===== config.mk =====
export PLATFORM = sky130hd
export DESIGN_NAME = register_file_multiport_sb
export DESIGN_NICKNAME = d
export VERILOG_FILES = /design/src/rtl/regfile_pkg.sv /design/src/rtl/regfile_write_resolve.sv /design/src/rtl/register_file_multiport_sb.sv
export SDC_FILE = /design/constraint.sdc
export NUM_CORES = 1
export LEC_CHECK = 0
export BUFFER_PORTS_ARGS = -buffer_cell sky130_fd_sc_hd__clkbuf_2
export CORE_UTILIZATION = 30
export CTS_CLUSTER_SIZE = 16
export DETAILED_ROUTE_END_ITERATION = 10
export GPL_TIMING_DRIVEN = 0
export PLACE_DENSITY = 0.58
export SETUP_SLACK_MARGIN = 0.1
export SYNTH_ARGS = -nofsm -noshare
export SYNTH_HDL_FRONTEND = slang
export SYNTH_SLANG_ARGS = --single-unit

===== constraint.sdc =====
create_clock -name clk -period 9.4 [get_ports clk]
set_clock_uncertainty 0.1 [all_clocks]
set_input_delay 1.88 -clock clk [delete_from_list [all_inputs] [get_ports clk]]
set_output_delay 1.88 -clock clk [all_outputs]
set_load 0.02 [all_outputs]

===== src/rtl/regfile_pkg.sv =====
// Shared types and helpers for the multiport register file.
package regfile_pkg;

    // Upper bound on DATA_WIDTH carried by the write-resolution result.
    localparam int unsigned RF_MAX_DATA_WIDTH = 64;

    typedef struct packed {
        logic                         hit;
        logic [RF_MAX_DATA_WIDTH-1:0] data;
    } rf_wres_t;

    function automatic int unsigned rf_slice_idx(input int unsigned port,
                                                 input int unsigned width);
        return port * width;
    endfunction

endpackage


===== src/rtl/regfile_write_resolve.sv =====
// Per-register write resolution: the highest-indexed matching write port wins.
module regfile_write_resolve
    import regfile_pkg::*;
#(
    parameter int unsigned DATA_WIDTH  = 8,
    parameter int unsigned REG_COUNT   = 16,
    parameter int unsigned WRITE_PORTS = 4,
    localparam int unsigned ADDR_WIDTH = $clog2(REG_COUNT)
) (
    input  logic [WRITE_PORTS-1:0]            wr_en,
    input  logic [ADDR_WIDTH*WRITE_PORTS-1:0] wr_addr,
    input  logic [DATA_WIDTH*WRITE_PORTS-1:0] wr_data,
    output rf_wres_t                          res [REG_COUNT]
);

    always_comb begin
        for (int unsigned r = 0; r < REG_COUNT; r++) begin
            res[r] = '0;
            // Later ports overwrite earlier matches, so the highest index wins.
            for (int unsigned i = 0; i < WRITE_PORTS; i++) begin
                if (wr_en[i] &&
                    wr_addr[rf_slice_idx(i, ADDR_WIDTH) +: ADDR_WIDTH] == ADDR_WIDTH'(r)) begin
                    res[r].hit                   = 1'b1;
                    res[r].data[DATA_WIDTH-1:0]  =
                        wr_data[rf_slice_idx(i, DATA_WIDTH) +: DATA_WIDTH];
                end
            end
        end
    end

endmodule


===== src/rtl/register_file_multiport_sb.sv =====
// Multi-write/multi-read register file with registered reads and busy scoreboard.
// Define REGFILE_BYPASS_EN to forward same-edge winning writes to reads.
module register_file_multiport_sb
    import regfile_pkg::*;
#(
    parameter int unsigned DATA_WIDTH  = 8,
    parameter int unsigned REG_COUNT   = 16,
    parameter int unsigned WRITE_PORTS = 4,
    parameter int unsigned READ_PORTS  = 8,
    parameter bit          ZERO_REG_EN = 1'b0,
    localparam int unsigned ADDR_WIDTH = $clog2(REG_COUNT)
) (
    input  logic                            clk,
    input  logic                            rst,
    input  logic                            clk_en,
    input  logic [WRITE_PORTS-1:0]          wr_en,
    input  logic [ADDR_WIDTH*WRITE_PORTS-1:0] wr_addr,
    input  logic [DATA_WIDTH*WRITE_PORTS-1:0] wr_data,
    input  logic [READ_PORTS-1:0]           rd_en,
    input  logic [ADDR_WIDTH*READ_PORTS-1:0] rd_addr,
    output logic [DATA_WIDTH*READ_PORTS-1:0] rd_data,
    output logic [READ_PORTS-1:0]           rd_valid,
    output logic [READ_PORTS-1:0]           rd_pending,
    input  logic                            alloc_en,
    input  logic [ADDR_WIDTH-1:0]           alloc_addr,
    output logic [REG_COUNT-1:0]            busy
);

    rf_wres_t                 wres [REG_COUNT];
    logic [DATA_WIDTH-1:0]    mem_q [REG_COUNT];
    logic [DATA_WIDTH-1:0]    mem_d [REG_COUNT];
    logic [REG_COUNT-1:0]     busy_q, busy_d;
    logic [DATA_WIDTH*READ_PORTS-1:0] rd_data_q, rd_data_d;
    logic [READ_PORTS-1:0]    rd_valid_q, rd_valid_d;
    logic [READ_PORTS-1:0]    rd_pending_q, rd_pending_d;
    logic [RF_MAX_DATA_WIDTH-1:0] unused_wres_data;

    regfile_write_resolve #(
        .DATA_WIDTH  (DATA_WIDTH),
        .REG_COUNT   (REG_COUNT),
        .WRITE_PORTS (WRITE_PORTS)
    ) u_write_resolve (
        .wr_en   (wr_en),
        .wr_addr (wr_addr),
        .wr_data (wr_data),
        .res     (wres)
    );

    always_comb begin
        unused_wres_data = '0;
        for (int unsigned r = 0; r < REG_COUNT; r++) begin
            unused_wres_data = unused_wres_data ^ wres[r].data;
            mem_d[r]  = mem_q[r];
            busy_d[r] = busy_q[r];
            if (wres[r].hit) begin
                mem_d[r]  = wres[r].data[DATA_WIDTH-1:0];
                busy_d[r] = 1'b0;
            end
            // Alloc is applied after the write so a coincident alloc leaves the register busy.
            if (alloc_en && alloc_addr == ADDR_WIDTH'(r)) begin
                busy_d[r] = 1'b1;
            end
            if (ZERO_REG_EN && r == 0) begin
                mem_d[r]  = '0;
                busy_d[r] = 1'b0;
            end
        end
    end

    always_comb begin
        logic [ADDR_WIDTH-1:0] a;
        a            = '0;
        rd_data_d    = rd_data_q;
        rd_pending_d = rd_pending_q;
        rd_valid_d   = rd_en;
        for (int unsigned j = 0; j < READ_PORTS; j++) begin
            a = rd_addr[rf_slice_idx(j, ADDR_WIDTH) +: ADDR_WIDTH];
            if (rd_en[j]) begin
                rd_data_d[rf_slice_idx(j, DATA_WIDTH) +: DATA_WIDTH] = mem_q[a];
                rd_pending_d[j] = busy_q[a];
`ifdef REGFILE_BYPASS_EN
                if (wres[a].hit) begin
                    rd_data_d[rf_slice_idx(j, DATA_WIDTH) +: DATA_WIDTH] =
                        wres[a].data[DATA_WIDTH-1:0];
                    rd_pending_d[j] = 1'b0;
                end
`endif
                if (ZERO_REG_EN && a == '0) begin
                    rd_data_d[rf_slice_idx(j, DATA_WIDTH) +: DATA_WIDTH] = '0;
                    rd_pending_d[j] = 1'b0;
                end
            end
        end
    end

    always_ff @(posedge clk or posedge rst) begin
        if (rst) begin
            for (int unsigned r = 0; r < REG_COUNT; r++) begin
                mem_q[r] <= '0;
            end
            busy_q       <= '0;
            rd_data_q    <= '0;
            rd_valid_q   <= '0;
            rd_pending_q <= '0;
        end else if (clk_en) begin
            for (int unsigned r = 0; r < REG_COUNT; r++) begin
                mem_q[r] <= mem_d[r];
            end
            busy_q       <= busy_d;
            rd_data_q    <= rd_data_d;
            rd_valid_q   <= rd_valid_d;
            rd_pending_q <= rd_pending_d;
        end
    end

    assign rd_data    = rd_data_q;
    assign rd_valid   = rd_valid_q;
    assign rd_pending = rd_pending_q;
    assign busy       = busy_q;

endmodule


Yosys cells after proc, flatten, opt, wreduce, memory -nomap -nowiden
Cells that the tools add are included.
{ "word_totals": {"reg_bits": 224, "in_bits": 100, "wordCells": 489} }
{ "classes": {"order_cmp": 16, "eq_ne": 75, "muxes": 200, "bitwise": 8, "n_reduce_logical": 141} }
{ "ops": {"columns": ["cell", "n"], "rows": [
  ["$mux 8", 80],
  ["$bmux 8 s4", 8],
  ["$eq 4x4->1 const B", 40],
  ["$mux 1", 104],
  ["$eq 4x3->1 const B", 20],
  ["$logic_and 1x1->1", 80],
  ["$reduce_and 2->1", 40],
  ["$eq 4x2->1 const B", 10],
  ["$ge 5x5->1 const B", 8],
  ["$lt 4x5->1 const B", 8],
  ["$not 4->5", 8],
  ["$bmux 1 s4", 8],
  ["$reduce_bool 2->1", 16],
  ["$eq 4x1->1 const B", 5],
  ["$logic_not 4->1", 5]
]} }

Logic depth before layout (Yosys ltp)
Gate-level depths: netlist (run 1).
{ "depth": {"depth_word": 8, "mapped_depth": 9, "mapped_depth_nobuf": 5} }

By module
From an unflattened synthesis (run 1), not the netlist that was laid out.
{ "unflattened": {"cells_unflattened": 3849, "hier_area_um2": 30604.4} }
{ "by_module_without_submodules": {"columns": ["mod", "instances", "cells_each", "area_each_um2", "seq_area_each_um2"], "rows": [
  ["register_file_multiport_sb", 1, 2018, 18634.1, 5605.4],
  ["regfile_write_resolve", 1, 1831, 11970.2, 0.0]
]} }

Worst setup path after synthesis (run 1)
No wires, ideal clock.
{ "synth_path": {"path_kind": "input to register", "from": "input port rd_addr[20]", "to": "register rd_data_q[41] (netlist: rd_data[41])", "setup_ns": 0.121, "arrival_time_ns": 3.309, "slack_ns": 5.870, "cell_stages": 6, "path_buffers": 2, "path_cell_list": "buf_2 > buf_2 > mux4_2 > mux2_2 > nand2_1 > nand2_1"} }
{ "synth_between": {"elab_chain_len": 4} }
{ "synth_lines": {"columns": ["item", "line", "rtl"], "rows": [
  ["from (decl)", "register_file_multiport_sb.sv:20", "input logic [ADDR_WIDTH*READ_PORTS-1:0] rd_addr,"],
  ["$not 4->5 (implied by the code)", "register_file_multiport_sb.sv:79", "rd_data_d[rf_slice_idx(j, DATA_WIDTH) +: DATA_WIDTH] = mem_q[a];"],
  ["$bmux 8 s4", "register_file_multiport_sb.sv:79", null],
  ["$mux 8 (implied by the code) (2 in a row)", "register_file_multiport_sb.sv:79", null],
  ["to (signal assigned)", "register_file_multiport_sb.sv:110", "rd_data_q <= rd_data_d;"],
  ["to (decl)", "register_file_multiport_sb.sv:33", "logic [DATA_WIDTH*READ_PORTS-1:0] rd_data_q, rd_data_d;"]
]} }
No other way between the ends. The select of a mux whose other input is x is not followed.
A chain may end at the register's enable or synchronous reset.

Worst setup path in the final report (run 1)
{ "layout_path": {"from": "input port clk_en", "to": "register busy_q[3] (netlist: busy[3])"} }
{ "layout_between": {"elab_chain_len": 1} }
{ "layout_lines": {"columns": ["item", "line", "rtl"], "rows": [
  ["from (decl)", "register_file_multiport_sb.sv:15", "input logic clk_en,"],
  ["$reduce_and 2->1 (no line)", null, null],
  ["to (signal assigned)", "register_file_multiport_sb.sv:109", "busy_q <= busy_d;"],
  ["to (decl)", "register_file_multiport_sb.sv:32", "logic [REG_COUNT-1:0] busy_q, busy_d;"]
]} }
No other way between the ends.

==> results.yml, run 1 <==
cts:
  clock_tree.root_cell: "clkbuf_16"
  cts.hold.buffers_added: 0
  cts.reportedPaths.clkPinSlew_ns: 0.06
  clk_latency_ns: 0.58
  ctsResizeCount: 0
  post_cts_setup_driven_buffer_insertion_count: 0
  clk_path_buf_depth: 3
  tritoncts: "built"
  cts_sinks: 224
  cts.htree.levels: 1
  cts_made_buffers: 28
logic_synthesis:
  postSynthNetCount: 2597
  synth-seq-area-share_pct: 24.6
  synthCells: 2497
  number_of_enable_type_register_cells_in_the_synthesized_netlist: 0
  netlist.top_cell.by_area: "dfrtp_1"
  yosys_warnings: 0
  synth_cell_type_count: 80
  synth_top_cell_area_share_pct: 24.6
  netlist_top_cells_area: "dfrtp_1 (25%), mux4_2 (15%), mux2i_1 (11%)"
  synth_area_per_cell_um2: 9.13
  netlist_area_mm2: 0.0228
  synth.top_cells.by_count: "nand2_1 (329), mux2i_1 (260), dfrtp_1 (224), nor2_1 (175), mux4_2 (150)"
  ys_async_sr_fraction_pct: 100
  yosys_most_used_dff: "dfrtp_1"
  yosysMostFrequentCell: "nand2_1"
  ys_seq_elements: 224
floorplanning:
  start_util_pct: 30.5
  design.die.area_mm2: 0.0771
  core_mm2: 0.0748
  chip_width_um: 278
  rows: 100
  num_io_pins: 196
  die_h_um: 278
setup_path:
  critPathMaxFanout: 10
  cp_data_required_time_ns: 9.75
  timing.critical_path.arrival_ns: 5.36
  worstSetupStartpointType: "input port"
  setup.worst_path.class: "input port to register"
  critical_path.endpoint_type: "register"
global_route:
  grt_util_all_layers_pct: 33.1
  grt_overflow_total: 0
  grt_max_degree: 102
  vias_in_the_first_global_route: 23600
  first_pass_grt_wire_length_um: 183000
  grt_antenna_before_repair: 6
sta:
  fin_tns_setup_ns: 0
  maxSlewViolCount: 0
  maxClockFrequency_ghz: 0.200
  holdWs_ns: 0.380
  worst-slew-pin-transition_ns: 1.27
  final-hold-violation-count: 0
  timing.final.crit_period_ns: 5.01
  post-route-period-util_pct: 53.3
  slew-limit-headroom_pct: 15.1
  grt_setup_unrepaired: "false"
  timing.final.setup_violations: 0
route:
  drtIter0Drc: 4238
  drc: 0
  avgViaCountPerCell: 6.84
  drt_pass1_iterations: 7
  via_count: 25200
  drtAntennaViolNets: 0
  drt-total-wl_um: 131000
  post_drt_wl_per_cell_um: 35.6
place:
  place.gp.congestion: 1.09
  port-buffer-count: 169
  place_inst: 3637
  placed_wire_length_estimate_um: 101000
  postPlaceCellArea_mm2: 0.0249
pwr:
  p_switching_w: 0.00247
  static-leakage-power_nw: 9.91
  power_density_mw_per_mm2: 203
  pwr-share-comb_pct: 44.1
  share_clk_of_total_power_pct: 20.7
  internal_w: 0.00276
  seqPwrFrac_pct: 35.2
  switching_share_pct: 47.2
  vdd.ir_drop.worst_mv: 0.120
status:
  result_of_the_run: "finished clean"
layout:
  layout-area-overhead-vs-synth_pct: 13.3
  layout-drive-gt1-share_pct: 21.9
  instances_no_fill: 3689
  layout.filler_cells: 7855
  nets: 2798
  finish.instance_area_mm2: 0.0258
worst_hold_path:
  worst_min_delay_path_category: "register to register"
job:
  drv_cap: 0
-- sequential cells by signal (all words and copies together) (netlist names) --
register and cells:
mem_q 128, busy 16, rd_data 64, rd_pending 8, rd_valid 8
-- layout make-up --
type | count | area [um^2] | share of cell area, %
multi-input combinational | 1948 | 15700 | 60.8
sequential | 224 | 5610 | 21.7
buffer | 295 | 1370 | 5.32
tap | 969 | 1210 | 4.69
timing repair buffer | 171 | 901 | 3.49
clock buffer | 41 | 841 | 3.25
inverter | 30 | 120 | 0.465
clock inverter | 8 | 60.1 | 0.232
antenna | 3 | 7.51 | 0.0291
-- worst max-delay path, stage by stage --
cell and delay (ns):
clkbuf_2 0.33, clkbuf_1 0.76, clkbuf_1 1.01, nand4_1 0.86, o32ai_1 0.51
-- cell families (layout without fill, tap and decap cells) --
family,after synthesis,in the layout,synth area share [%]
buf+inv,325,545,6.52
flops,224,224,24.6
simple gates,743,743,15.3
mux,465,465,28.9
compound gates,740,740,24.7
other cells,0,3,0
-- metrics by stage --
stage          util, %  setup slack, ns  total power [W]
2_1_floorplan        -             1.29          0.00293
3_3_place_gp      33.2            -1.68          0.00398
3_5_place_dp      33.3             4.20          0.00400
4_1_cts           34.5             4.78          0.00507
5_1_grt           34.5             4.55          0.00534
6_report          34.5             4.39          0.00523
-- placed cells by master, fill, tap and decap left out, drive strengths merged, types with 50 or more instances in the layout --
cell type  instances
a31oi            106
mux2              55
nor2b             60
o211ai            91
mux4             150
clkbuf           345
a32oi             68
nand2            329
nor2             180
o21ai             50
a21oi             69
a22oi             95
buf              162
mux2i            260
dfrtp            224
-- final timing paths --
check                           depth (start not counted)        start             to  slack [ns]
min in group asynchronous                               2          rst    rd_data[52]        1.16
worst min register to register                          1  rd_valid[5]    rd_valid[5]        0.38
worst max-delay path                                    5       clk_en        busy[3]        4.39
worst min-delay path                                    1  rd_valid[5]    rd_valid[5]        0.38
max in group asynchronous                               4          rst    rd_data[40]        6.72
worst max register to register                          5      busy[1]  rd_pending[1]        6.83
-- per-layer routing --
layer,track usage [%],part of all wire (%),vias up
met5,0,0.0084,-
met4,21.1,7.8,2
met3,9.07,13,483
met2,48.8,42,2247
met1,42.6,37,12300
li1,-,-,10200
-- power by group through the flow --
| stage | logic [W] | clock network, W | registers [W] |
|---|---|---|---|
| 2_1_floorplan | 0.00135 | 0 | 0.00159 |
| 3_3_place_gp | 0.00220 | 0 | 0.00178 |
| 3_5_place_dp | 0.00222 | 0 | 0.00179 |
| 4_1_cts | 0.00222 | 0.00108 | 0.00177 |
| 5_1_grt | 0.00240 | 0.00112 | 0.00182 |
| 6_report | 0.00231 | 0.00108 | 0.00184 |
(Power assumes the default switching activity.)
==> run 2: changes to the inputs <==
==> constraint.sdc (replaced) <==
create_clock -name clk -period 4.8 [get_ports clk]
set_clock_uncertainty 0.1 [all_clocks]
set_input_delay 0.96 -clock clk [delete_from_list [all_inputs] [get_ports clk]]
set_output_delay 0.96 -clock clk [all_outputs]
set_load 0.02 [all_outputs]
==> run 2 against run 1 <==
Setup slack worse by 4.0 ns. Flip-flop and latch count stayed put. Non-clock buffer count is 4 higher. Worst hold slack worse by 0.092 ns. Cell area hardly changed. Combinational power is 100% higher. Critical path type unchanged. Critical endpoint unchanged.
==> results.yml, run 2 (synthesized netlist as in run 1, its figures left out) <==
sta:
  timing.final.crit_period_ns: 4.39
  grt_setup_unrepaired: "false"
  post-route-period-util_pct: 91.5
  maxSlewViolCount: 0
  maxClockFrequency_ghz: 0.228
  timing.final.setup_violations: 0
  worst-slew-pin-transition_ns: 1.43
  slew-limit-headroom_pct: 4.85
  final-hold-violation-count: 0
setup_path:
  setup.worst_path.class: "input port to register"
  crit_path_top_delay_cell: "clkbuf_1"
  worstSetupStartpointType: "input port"
  critical_r2r_launch: "busy[5]"
  cpMostUsedCell: "clkbuf_1"
  critical_path.endpoint_type: "register"
  critical-path-max-stage-delay_ns: 1.09
  worst_r2r_path_depth: 5
  critPathMaxFanout: 10
  r2r_setup_slack_ns: 2.04
  cp_data_required_time_ns: 5.13
  critical_path.cell_chain: "clkbuf_2, clkbuf_1, clkbuf_1, nand4_1, o32ai_1"
  critical_path.reg2reg.endpoint: "rd_pending[1]"
  timing.critical_path.arrival_ns: 4.72
global_route:
  grt_antenna_before_repair: 4
  grt_overflow_total: 0
  grt_max_degree: 41
  vias_in_the_first_global_route: 23300
  first_pass_grt_wire_length_um: 185000
  grt_util_all_layers_pct: 33.8
cts:
  clk_path_buf_depth: 3
  cts.htree.levels: 1
  cts_made_buffers: 27
  clock_tree.root_cell: "clkbuf_16"
  tritoncts: "built"
  cts_sinks: 224
  clk_latency_ns: 0.58
  cts.reportedPaths.clkPinSlew_ns: 0.06
  post_cts_setup_driven_buffer_insertion_count: 0
  ctsResizeCount: 0
  cts.hold.buffers_added: 0
layout:
  finish.utilization_pct: 34.5
  layout.cells.most_common_list: "nand2_1 (329), mux2i_1 (260), dfrtp_1 (224), clkbuf_2 (176), nor2_1 (175)"
  flip_flop_count_of_the_largest_register_after_layout: 128
  instances_no_fill: 3688
  finish.instance_area_mm2: 0.0258
  mostFrequentLayoutCell: "nand2_1"
  layout-area-overhead-vs-synth_pct: 13.3
  largest_register: "mem_q"
  layout-drive-gt1-share_pct: 21.9
  nets: 2801
floorplanning:
  design.die.area_mm2: 0.0771
  core_mm2: 0.0748
  rows: 100
  chip_width_um: 278
  num_io_pins: 196
  start_util_pct: 30.5
  die_h_um: 278
pwr:
  power_density_mw_per_mm2: 401
  vdd.ir_drop.worst_mv: 0.269
  static-leakage-power_nw: 9.89
route:
  drt-total-wl_um: 135000
  via_count: 25100
  avgViaCountPerCell: 6.81
  post_drt_wl_per_cell_um: 36.5
  drtAntennaViolNets: 0
  drt_pass1_iterations: 8
  drtIter0Drc: 4071
  drc: 0
job:
  drv_cap: 0
place:
  place.gp.congestion: 1.06
  place_inst: 3641
  postPlaceCellArea_mm2: 0.0250
  placed_wire_length_estimate_um: 102000
  port-buffer-count: 169
status:
  result_of_the_run: "finished clean"
worst_hold_path:
  worst_min_delay_path_category: "input port to asynchronous set/reset pin"
-- run 2: how the worst max path moves through the flow --
stage | start | end | slack, ns | cells after the start
global route | clk_en | busy[3] | 0.47 | 5
global placement | rst | rd_data[45] | -0.89 | 2
floorplan | rst | busy[0] | 0.82 | 1
finish | clk_en | busy[3] | 0.41 | 5
CTS | clk_en | busy[3] | 0.73 | 5
detailed placement | clk_en | busy[3] | 0.16 | 5
-- run 2: power by group --
| group | internal [W] | switching [W] | leakage, nW |
|---|---|---|---|
| registers | 0.00238 | 0.00131 | 2.72 |
| clock network | 0.00116 | 0.000880 | 0.407 |
| logic | 0.00182 | 0.00279 | 6.77 |
-- run 2: routing by layer --
| metal | vias to the layer above | track usage (%) | share of wire [%] |
|---|---|---|---|
| met3 | 495 | 9.27 | 13 |
| met4 | 2 | 22.0 | 8.4 |
| met2 | 2180 | 49.5 | 41 |
| li1 | 10200 | - | - |
| met5 | - | 0 | 0.0089 |
| met1 | 12300 | 43.6 | 38 |
-- run 2: worst max-delay path, delay by kind of cell --
kind	cells	cell delay [ns]
buffers and inverters	3	2.42
and+or+nand+nor	1	0.76
AOI/OAI and AO/OA	1	0.55
-- run 2: metrics by stage --
step           total power [W]  hold WS (ns)  worst slack [ns]  TNS [ns]
6_report                0.0103         0.288             0.409         0
5_1_grt                 0.0105         0.328             0.470         0
4_1_cts                0.00999         0.307             0.731         0
3_5_place_dp           0.00797         0.381             0.160         0
3_3_place_gp           0.00794         0.376            -0.892   -189.36
2_1_floorplan          0.00574         0.454             0.816         0
-- run 2: cell type report --
type | instances | area (um^2)
multi-input cells | 1948 | 15700
well taps | 969 | 1210
repair buffers | 175 | 966
clock buffers | 35 | 726
inverters | 30 | 116
fillers | 7817 | 49000
diodes | 2 | 5.00
flip-flops and latches | 224 | 5610
clock inverters | 10 | 113
plain buffers | 295 | 1370
